$ cat config.mk
export PLATFORM = sky130hd
export DESIGN_NAME = piso_tx
export DESIGN_NICKNAME = d
export VERILOG_FILES = /design/src/rtl/piso_tx.sv
export SDC_FILE = /design/constraint.sdc
export NUM_CORES = 1
export LEC_CHECK = 0
export ABC_CLOCK_PERIOD_IN_PS = 8300
export CAP_MARGIN = 5
export CORE_ASPECT_RATIO = 0.75
export CORE_UTILIZATION = 60
export DETAILED_ROUTE_END_ITERATION = 10
export HOLD_SLACK_MARGIN = 0.08
export PLACE_DENSITY = 0.81
export SYNTH_ARGS = -nofsm -noshare
export SYNTH_HDL_FRONTEND = slang
export SYNTH_SLANG_ARGS = --single-unit
$ cat constraint.sdc
create_clock -name clk -period 8.3 [get_ports clk]
set_input_delay 0.83 -clock clk [delete_from_list [all_inputs] [get_ports clk]]
set_output_delay 0.83 -clock clk [all_outputs]
set_load 0.005 [all_outputs]
$ cat src/rtl/piso_tx.sv
// Parallel-in serial-out transmitter: captures a WIDTH-bit word on load and shifts it out one bit per BIT_DIV clocks.
// Optional even-parity trailer bit enabled by defining PISO_TX_PARITY_EN.
module piso_tx #(
    parameter int WIDTH     = 3,
    parameter int BIT_DIV   = 50_000_000,
    parameter bit MSB_FIRST = 1'b1
) (
    input  logic             clk,
    input  logic             rst_n,
    input  logic             load,
    input  logic [WIDTH-1:0] pi,
    output logic             so,
    output logic             bit_stb,
    output logic             busy,
    output logic             done
);

`ifdef PISO_TX_PARITY_EN
    localparam int FRAME = WIDTH + 1;
`else
    localparam int FRAME = WIDTH;
`endif
    localparam int DIV_W = (BIT_DIV > 1) ? $clog2(BIT_DIV) : 1;
    localparam int CNT_W = $clog2(WIDTH + 2);
    localparam logic [DIV_W-1:0] DIV_LAST  = DIV_W'(BIT_DIV - 1);
    localparam logic [CNT_W-1:0] CNT_LAST  = CNT_W'(FRAME - 1);

    typedef enum logic [1:0] {
        IDLE  = 2'd0,
        SHIFT = 2'd1,
        DONE  = 2'd2
    } state_t;

    state_t             state_r, state_s;
    logic [WIDTH-1:0]   shreg_r, shreg_s;
    logic [DIV_W-1:0]   div_r, div_s;
    logic [CNT_W-1:0]   cnt_r, cnt_s;
    logic               so_r, so_s;
    logic               bit_stb_r, bit_stb_s;
    logic               busy_r, busy_s;
    logic               done_r, done_s;
    logic               data_bit_s;

`ifdef PISO_TX_PARITY_EN
    logic               par_r, par_s;

    function automatic logic even_parity(input logic [WIDTH-1:0] word);
        return ^word;
    endfunction
`endif

    // State, datapath and registered outputs.
    always_ff @(posedge clk or negedge rst_n) begin
        if (!rst_n) begin
            state_r   <= IDLE;
            shreg_r   <= {WIDTH{1'b0}};
            div_r     <= {DIV_W{1'b0}};
            cnt_r     <= {CNT_W{1'b0}};
            so_r      <= 1'b0;
            bit_stb_r <= 1'b0;
            busy_r    <= 1'b0;
            done_r    <= 1'b0;
`ifdef PISO_TX_PARITY_EN
            par_r     <= 1'b0;
`endif
        end else begin
            state_r   <= state_s;
            shreg_r   <= shreg_s;
            div_r     <= div_s;
            cnt_r     <= cnt_s;
            so_r      <= so_s;
            bit_stb_r <= bit_stb_s;
            busy_r    <= busy_s;
            done_r    <= done_s;
`ifdef PISO_TX_PARITY_EN
            par_r     <= par_s;
`endif
        end
    end

    // Next-state and datapath update.
    always_comb begin
        state_s = state_r;
        shreg_s = shreg_r;
        div_s   = div_r;
        cnt_s   = cnt_r;
`ifdef PISO_TX_PARITY_EN
        par_s   = par_r;
`endif
        case (state_r)
            IDLE: begin
                if (load) begin
                    state_s = SHIFT;
                    shreg_s = pi;
                    div_s   = {DIV_W{1'b0}};
                    cnt_s   = {CNT_W{1'b0}};
`ifdef PISO_TX_PARITY_EN
                    par_s   = even_parity(pi);
`endif
                end else begin
                    state_s = IDLE;
                end
            end
            SHIFT: begin
                if (div_r == DIV_LAST) begin
                    div_s   = {DIV_W{1'b0}};
                    cnt_s   = cnt_r + CNT_W'(1);
                    shreg_s = MSB_FIRST ? (shreg_r << 1'b1) : (shreg_r >> 1'b1);
                    if (cnt_r == CNT_LAST) begin
                        state_s = DONE;
                    end else begin
                        state_s = SHIFT;
                    end
                end else begin
                    div_s = div_r + DIV_W'(1);
                end
            end
            DONE: begin
                state_s = IDLE;
            end
            default: begin
                state_s = IDLE;
            end
        endcase
    end

    // Outputs are derived from the next state so that they appear registered in the same cycle as the state.
    always_comb begin
        so_s       = 1'b0;
        bit_stb_s  = 1'b0;
        busy_s     = 1'b0;
        done_s     = 1'b0;
        data_bit_s = MSB_FIRST ? shreg_s[WIDTH-1] : shreg_s[0];
        if (state_s == SHIFT) begin
            busy_s    = 1'b1;
            bit_stb_s = (div_s == DIV_LAST);
`ifdef PISO_TX_PARITY_EN
            so_s      = (cnt_s == CNT_W'(WIDTH)) ? par_s : data_bit_s;
`else
            so_s      = data_bit_s;
`endif
        end else begin
            done_s = (state_s == DONE);
        end
    end

    assign so      = so_r;
    assign bit_stb = bit_stb_r;
    assign busy    = busy_r;
    assign done    = done_r;

endmodule

# Yosys cells after proc, flatten, opt, wreduce, memory -nomap -nowiden
# Index checks and enable logic that the tools add are counted.
dict set report word_totals {
  word_cells 39
  input_bits 6
  output_inout_bits 4
  reg_bits 38
}
dict set report op_classes {
  eq_ne 8
  add_sub_neg 2
  n_mux 17
  n_reduce_logical 3
}
# cell n
set op_table {}
lappend op_table {{26-bit equality test (second input constant)} 2}
lappend op_table {{26-bit two-way mux} 2}
lappend op_table {{26-bit case mux with 2 select lines} 1}
lappend op_table {{26-bit by 1-bit adder with 26-bit output (second input constant)} 1}
lappend op_table {{3-bit two-way mux} 4}
lappend op_table {{3-bit case mux with 2 select lines} 2}
lappend op_table {{1-bit two-way mux} 5}
lappend op_table {{2-bit by 1-bit equality test with 1-bit output (second input constant)} 2}
lappend op_table {{2-bit two-way mux} 2}
lappend op_table {{2-bit != test (second input constant)} 2}
lappend op_table {{2-bit case mux with 2 select lines} 1}
lappend op_table {{3-bit by 1-bit adder with 3-bit output (second input constant)} 1}
lappend op_table {{3-bit by 2-bit equality test with 1-bit output (second input constant)} 1}
lappend op_table {{3-bit AND reduction} 1}
lappend op_table {{2-bit equality test (second input constant)} 1}
lappend op_table {{2-bit logical NOT} 1}
lappend op_table {{2-bit nonzero test} 1}

# Depth between registers and ports, before layout
# Gate-level depths: netlist of run 1.
dict set report logic_depth {
  word_depth 6
  depth_mapped 11
  depth_no_buf 8
}

# Worst setup path after synthesis of run 1
# Ideal clock, no wire load.
dict set report synth_timing {
  path_type {flip-flop to flip-flop}
  start {reg div_r[0]}
  end {reg bit_stb_r, in the netlist bit_stb}
  arrival_time_ps 2502
  path_buffers 2
  synth_period_minus_slack_ps 2597
  setup_slack_ps 5703
  path_stages_with_launch 11
  setup_time_ps 95
  required_ps 8205
  path_cell_list {dfrtp_1 -> ha_1 -> nand3_2 -> or3_1 -> buf_6 -> o21a_1 -> buf_6 -> a21oi_4 -> o21ai_2 -> or4b_1 -> nor4b_2}
}
dict set report synth_between {
  elab_chain_cells 5
  word_cells_on_any_way 10
  classes_between {add/sub: 1; eq/ne: 3; mux: 6}
}
# element line_no
set synth_rtl {}
lappend synth_rtl {{from (decl)} 36} ;# logic [DIV_W-1:0] div_r, div_s;
lappend synth_rtl {{from (signal assigned)} 57} ;# div_r <= {DIV_W{1'b0}};
lappend synth_rtl {{from (signal assigned)} 69} ;# div_r <= div_s;
lappend synth_rtl {{26-bit by 1-bit adder with 26-bit output / 26-bit equality test (equally long branches)} {115, 105}}
lappend synth_rtl {{26-bit two-way mux (*)} 105} ;# if (div_r == DIV_LAST) begin
lappend synth_rtl {{26-bit case mux with 2 select lines (*)} 90} ;# case (state_r)
lappend synth_rtl {{named net div_s[11]} 36}
lappend synth_rtl {{26-bit equality test (*)} 136} ;# bit_stb_s = (div_s == DIV_LAST);
lappend synth_rtl {{1-bit two-way mux (*)} 134} ;# if (state_s == SHIFT) begin
lappend synth_rtl {{named net bit_stb_s} 39} ;# logic bit_stb_r, bit_stb_s;
lappend synth_rtl {{to (signal assigned)} 72} ;# bit_stb_r <= bit_stb_s;
lappend synth_rtl {{to (decl)} 39}
# The timed path passes the listed nets; every way through them passes the cells marked *.
# A chain may end at the register's enable or synchronous reset.

# Final worst setup path of run 1
# Ends and elaborated chain as after synthesis.

==> results.md, run 1 <==
* # setup viols final at 0
* Multi-input combinational cell area at 0.00123 mm²
* CTS tree: built
* Reg2Reg Depth at 8
* Tcrit/Tclk final at 39.2%
* # rows at 18
* Cell taking the most area after synthesis: dfrtp_1
* Routed Antenna Nets at 0
* Fmax at 0.308 GHz
* Initial DRT Pass Iterations at 4
* Via count at 1953
* Die area at 0.00402 mm²
* Synth cell types at 61
* Synth area leaders: dfrtp_1 42%, nand2_1 6.5%, nand4_1 2.8%
* Number of global-route vias before repair at approximately 1800
* # IOs at 10
* Slew HR at 44.4%
* Routed WL at 5.36 mm
* Layout cells sized above 1 at 9.56%
* Post-CTS Setup Inserts at 0
* Layout area overhead at 8.85%
* Outcome: complete, no violations
* Largest family of logic cells by synthesized area: simple AND/OR/NAND/NOR gates
* Initial core utilization at 65.6%
* H-tree levels at 2
* Max_cap viols at 0
* Post-synthesis mux area share at 1.44%
* Detailed placer's ending HPWL at about 3.8 mm
* Worst Path Max Fanout at 25
* Nets at 259
* Hold Crit Class: flop to flop
* R2R setup slack at just over 5000 ps
* Async S/R FF share, synth at 100%
* Most frequent cells in the layout: 39 x nand2_1, 38 x dfrtp_1, 10 x nand4_1, 10 x nand3_1, 10 x a21oi_1
* Critical Path Start Type: flop
* Syn avg cell area at 9.23 µm²
* Synthesized-area fraction occupied by and/or/nand/nor cells at 28.9%
* Max-slew violation count at 0
* Pin count of the biggest net entering global routing at 39
* Reg-to-reg startpoint: div_r[0]$_DFF_PN0_
* Worst setup margin at between 5000 and 6000 ps
* Die height at 55.2 µm
* Mapped Cells at 245
* Minimum clock period at 3250 ps
* Remaining DRCs at 0
* Reg-to-Reg End: bit_stb$_DFF_PN0_
* Synth Flop Type: dfrtp_1
* Storage cell area at around 950 µm²
* Total GRT Usage at 30.3%
* First-pass GRT wire length at 8.80 mm
* FF+latch count, synth at 38
* Adder-cell share of the synthesized area at 1.66%
* I/O Buffers at 9
* Place WS at around 5100 ps
* Type of the worst setup path: flop to flop
* Slew @ Worst Pin at 833 ps
* Yosys top cell area share at 42.1%
* Root Buffer: clkbuf_8
* RSZ-0062 raised after global routing: false
* Worst path arrival time at 3460 ps
* Resized Gates After CTS at 0
* Die width at about 73 µm
* # diodes at 0
* Setup tns final at 0 ps
* DR iter-0 viols at 207
* Syn_nets at 254
* Routability Congestion at 0.890
* Vias per inst at 6.49
* Routed len/inst at 17.8 µm
* Power Density at 142 mW/mm²
* Commonest non-fill, non-tap cell in the layout: nand2_1
* Min-delay src: shreg_r[2]$_DFF_PN0_
* XOR/XNOR Fraction of Synth Area at 1.16%
* Clock Pin Slew Worst Setup and Hold Paths at 80 ps
* Grt total ovfl at 0
* Hold Buf Count CTS at 0
* CP endpoint kind: flop
* Yosys warning count at 0
* Core Area at 0.00345 mm²
* Worst Hold Depth at 2
* Clk_skew at around 13 ps
* Clock Path Buffers at 2
* Fillers at about 300
* Maximum vdd drop at 0.131 mV
* Sequential share of the synthesized area at 42.1%
* Total CTS buffers at 5
* Initial antenna violation count at 0
* Cell Area, Synth at 0.00226 mm²
* Required @ worst endpoint at 8510 ps
* Clock sinks at 38
* Worst-Skew Late Latency at 290 ps
* Leak pwr at about 0.99 nW
* Number of synthesized flops with an enable pin at 0
* Final hold vios at 0
* Hold path endpoint: shreg_r[2]$_DFF_PN0_
* Synth Area in Compound Gates at 21.3%
* Utilization after layout at 71.4%
-- Yosys cell counts, types with 2 or more instances --
master / n
a21o_1: 3
a21oi_1: 10
a22o_1: 2
a22oi_1: 2
a31oi_1: 4
and3_1: 9
and3b_1: 4
and4_1: 3
buf_6: 2
clkbuf_1: 9
dfrtp_1: 38
ha_1: 3
inv_1: 4
mux2_2: 2
nand2_1: 39
nand2b_1: 2
nand3_1: 10
nand3_2: 2
nand4_1: 10
nor2_1: 5
nor3_1: 7
nor3b_1: 3
nor4_1: 3
o2111ai_1: 2
o211ai_1: 4
o21a_1: 3
o21ai_0: 9
o21ai_1: 6
o21bai_1: 4
o31ai_1: 5
or2_2: 3
or3_1: 3
xnor2_1: 2
-- stage by stage --
step                area [µm²]  hold slack [ps]  cells  total power [mW]
floorplan                 2260              427    245             0.192
global placement          2350              475    293             0.198
detailed placement        2350              479    293             0.198
CTS                       2460              496    301             0.353
global route              2460              530    301             0.361
finish                    2460              499    301             0.350
-- registers in the layout (all words and copies together), names as in the netlist --
name	cells
so	1
bit_stb	1
busy	1
cnt_r	3
state_r	2
div_r	26
shreg_r	3
done	1
-- report_power, final --
part	switching [mW]	leakage (nW)	internal, mW
sequential	0.000711	0.400	0.186
combinational	0.00456	0.535	0.00298
clock	0.0675	0.0579	0.0885
-- logic make-up after synthesis --
| logic type | Yosys count |
|---|---|
| AO/OA/AOI/OAI | 68 |
| AND/OR/NAND/NOR | 114 |
| XOR/XNOR | 3 |
| buffers and inverters | 16 |
| adder cells (fa/ha/maj) | 3 |
| multiplexers | 3 |
| flip-flops | 38 |
-- how the worst max path moves through the flow --
stage               depth (start not counted)                from  slack, ps                end
global placement                            8  div_r[0]$_DFF_PN0_       5160  bit_stb$_DFF_PN0_
CTS                                         8  div_r[0]$_DFF_PN0_       5100  bit_stb$_DFF_PN0_
finish                                      8  div_r[0]$_DFF_PN0_       5050  bit_stb$_DFF_PN0_
global route                                8  div_r[0]$_DFF_PN0_       4920  bit_stb$_DFF_PN0_
detailed placement                          8  div_r[0]$_DFF_PN0_       5120  bit_stb$_DFF_PN0_
floorplan                                  10  div_r[0]$_DFF_PN0_       5700  bit_stb$_DFF_PN0_
-- final cells by class --
class	instances	share of cell area [%]
multi-input combinational	191	50.0
sequential	38	38.6
timing repair buffer	10	3.76
clock buffer	5	2.80
tap	50	2.54
clock inverter	3	1.63
inverter	4	0.610
-- critical path, stage by stage (launching register included) --
cell	delay, ps
dfrtp_1	460
ha_1	250
nand3_2	160
or3_1	530
o21ai_4	580
o21ai_1	140
a21o_1	200
or4b_1	560
nor4b_2	290
-- routing by layer --
metal | vias to the layer above | global-route usage (%) | wire, µm
met5 | - | 0 | 0
li1 | 935 | - | -
met2 | 74 | 42.8 | 2220
met1 | 939 | 46.2 | 2680
met3 | 5 | 6.70 | 424
met4 | 0 | 8.50 | 29
No activity file was read; power rests on OpenSTA's default activity.
==> run 2, diff against run 1 <==
ABC_CLOCK_PERIOD_IN_PS = 3000   (was 8300)
clock period = 3 ns   (was 8.3 ns; I/O delays follow)
==> run 2 against run 1 <==
Against the previous run:
- maximum frequency rose by 12%
- via count rose by 5.2%
- clock power rose by 130%
- clock skew fell by 5.5 ps
- core utilization rose by 2.8 points
- hold slack got worse by 410 ps
- first-iteration DRC count fell by 7.2%
- critical path depth did not move
- routed wire length rose by 3.8%
- critical endpoint unchanged
- largest cell class unchanged
==> results.md, run 2 (synthesis results as in run 1) <==
* Tcrit/Tclk final at 97.0% (+58 points)
* Routed Antenna Nets at 0 (unchanged)
* First-pass GRT wire length at 8.55 mm (-2.9%)
* Total GRT Usage at 30.0% (-0.28 points)
* Max-slew violation count at 0 (unchanged)
* Die height at 55.2 µm (unchanged)
* Routability Congestion at 0.905 (+1.7%)
* Power Density at 353 mW/mm² (+150%)
* # placed instances at 305 (+4.1%)
* H-tree levels at 2 (unchanged)
* Remaining DRCs at 0 (unchanged)
* Most flops, register: div_r
* Number of global-route vias before repair at 1696 (-4.7%)
* Nets at 274 (+5.8%)
* Grt total ovfl at 0 (unchanged)
* Detailed placer's ending HPWL at 3.94 mm (+4.0%)
* Type of the worst setup path: flop to flop
* Layout area overhead at 13.1%
* Minimum clock period at 2910 ps (-339 ps)
* Root Buffer: clkbuf_8
* # IOs at 10 (unchanged)
* Worst-Skew Late Latency at 300 ps (about the same)
* Final hold vios at 0 (unchanged)
* Slew @ Worst Pin at 839 ps (+6.10 ps)
* Max FFs per register at 26 (unchanged)
* Clock Path Buffers at 2 (unchanged)
* Max_cap viols at 0 (unchanged)
* Clk_skew at 7.11 ps (-5.48 ps)
* I/O Buffers at 9 (unchanged)
* Via count at 2055 (+5.2%)
* # diodes at 0 (unchanged)
* Total CTS buffers at 5 (unchanged)
* Pin count of the biggest net entering global routing at 39 (unchanged)
* Crit-path slowest cell: or4b_1
* Core Area at 0.00345 mm² (unchanged)
* Hold Crit Class: primary input to asynchronous set/reset pin
* Vias per inst at 6.50 (+0.23%)
* Clock sinks at 38 (unchanged)
* Layout cells sized above 1 at 14.7% (+5.1 points)
* Critical Path Start Type: flop
* Initial DRT Pass Iterations at 5 (+1)
* Initial core utilization at 65.6% (unchanged)
* Routed len/inst at 17.6 µm (-1.1%)
* Final Power at 0.904 mW (+160%)
* Initial antenna violation count at 0 (unchanged)
* Leak pwr at 1.06 nW (+6.8%)
* Critical path, cell by cell: ha_1, nand3_2, or3_1, o21ai_4, o21ai_1, a21o_1, or4b_1, nor4b_2
* Clock Pin Slew Worst Setup and Hold Paths at 80 ps (about the same)
* Top Registers: div_r: 26 flops, cnt_r: 3 flops, shreg_r: 3 flops
* CP endpoint kind: flop
* Delay of the slowest critical-path stage at 580 ps (about the same)
* Required @ worst endpoint at 3200 ps (-5310 ps)
* # setup viols final at 0 (unchanged)
* Die width at 72.9 µm (unchanged)
* Worst Path Max Fanout at 9 (-64%)
* Fillers at 259 (-13%)
* Die area at 0.00402 mm² (unchanged)
* Worst path arrival time at 3110 ps (-350 ps)
* DR iter-0 viols at 192 (-7.2%)
* Slew HR at 44.0% (-0.41 points)
* Outcome: complete, no violations
* # rows at 18 (unchanged)
* Fmax at 0.344 GHz (+12%)
* Routed WL at 5.57 mm (+3.8%)
* Commonest non-fill, non-tap cell in the layout: nand2_1
* Most frequent cells in the layout: 39 x nand2_1, 38 x dfrtp_1, 16 x buf_4
* Layout Cells excl Fill at 316 (+5.0%)
* CTS tree: built
* Maximum vdd drop at 0.310 mV (+140%)
==> run 2: per-layer routing <==
metal / share of wire (%) / global-route usage [%] / up-vias / wire, µm
met5: 0 / 0 / - / 0
met4: 2.0 / 9.80 / 0 / 114
met3: 11 / 11.6 / 14 / 620
met2: 40 / 41.6 / 116 / 2260
met1: 46 / 42.7 / 963 / 2580
li1: - / - / 962 / -
==> run 2: what timing repair did <==
action | in CTS | in global routing
gates resized for setup | 0 | 1
hold buffers | 0 | 0
setup buffers | 0 | 3
endpoints found under the setup margin | 0 | 1
==> run 2: power breakdown <==
group	switching [mW]	total, mW	internal, mW	leakage (nW)
Combinational	0.0125	0.0207	0.00821	0.612
Sequential	0.00176	0.517	0.515	0.400
Clock	0.181	0.366	0.185	0.0482
==> run 2: final timing paths <==
check / start / endpoint / slack (ps) / depth (start not counted)
setup / recovery: div_r[1]$_DFF_PN0_ / bit_stb$_DFF_PN0_ / 90 / 8
hold / removal: rst_n / div_r[5]$_DFF_PN0_ / 90 / 1
setup reg to reg: div_r[1]$_DFF_PN0_ / bit_stb$_DFF_PN0_ / 90 / 8
hold reg to reg: shreg_r[1]$_DFFE_PN0P_ / shreg_r[1]$_DFFE_PN0P_ / 490 / 2
max in group asynchronous: rst_n / div_r[0]$_DFF_PN0_ / 2360 / 1
min in group clk: shreg_r[1]$_DFFE_PN0P_ / shreg_r[1]$_DFFE_PN0P_ / 490 / 2
==> run 2: area by class of cell <==
type / count / area, µm² / area share, %
clock buffers: 7 / 86.3 / 3.38
clock inverters: 1 / 5.00 / 0.196
inverters: 4 / 15.0 / 0.587
multi-input cells: 191 / 1230 / 48.2
flip-flops and latches: 38 / 951 / 37.2
well taps: 50 / 62.6 / 2.45
repair buffers: 25 / 205 / 8.02
==> run 2: worst max-delay path: cells and delay by family, from the launching register on <==
| family | cells | cell delay, ps |
|---|---|---|
| AO/OA/AOI/OAI | 3 | 620 |
| adder cells (fa/ha/maj) | 1 | 240 |
| flip-flops | 1 | 410 |
| AND/OR/NAND/NOR | 4 | 1560 |
==> run 2: per-stage QoR <==
stage | util [%] | hold WS (ps) | cell area, µm² | setup slack (ps) | TNS [ps]
after floorplan | - | 4.41 | 2260 | 403 | 0
after detailed placement | 70.9 | 451 | 2440 | 115 | 0
final | 74.2 | 94.3 | 2560 | 88.8 | 0
after global placement | 70.9 | 440 | 2440 | 222 | 0
after global routing | 74.2 | 175 | 2560 | -33.3 | -33.3
after CTS | 73.5 | 128 | 2530 | 80.4 | 0
==> run 3, diff against run 2 <==
GPL_ROUTABILITY_DRIVEN = 0   (was default)
==> results of run 3 <==
No change in the layout: final DEF, timing and power equal those of run 2.
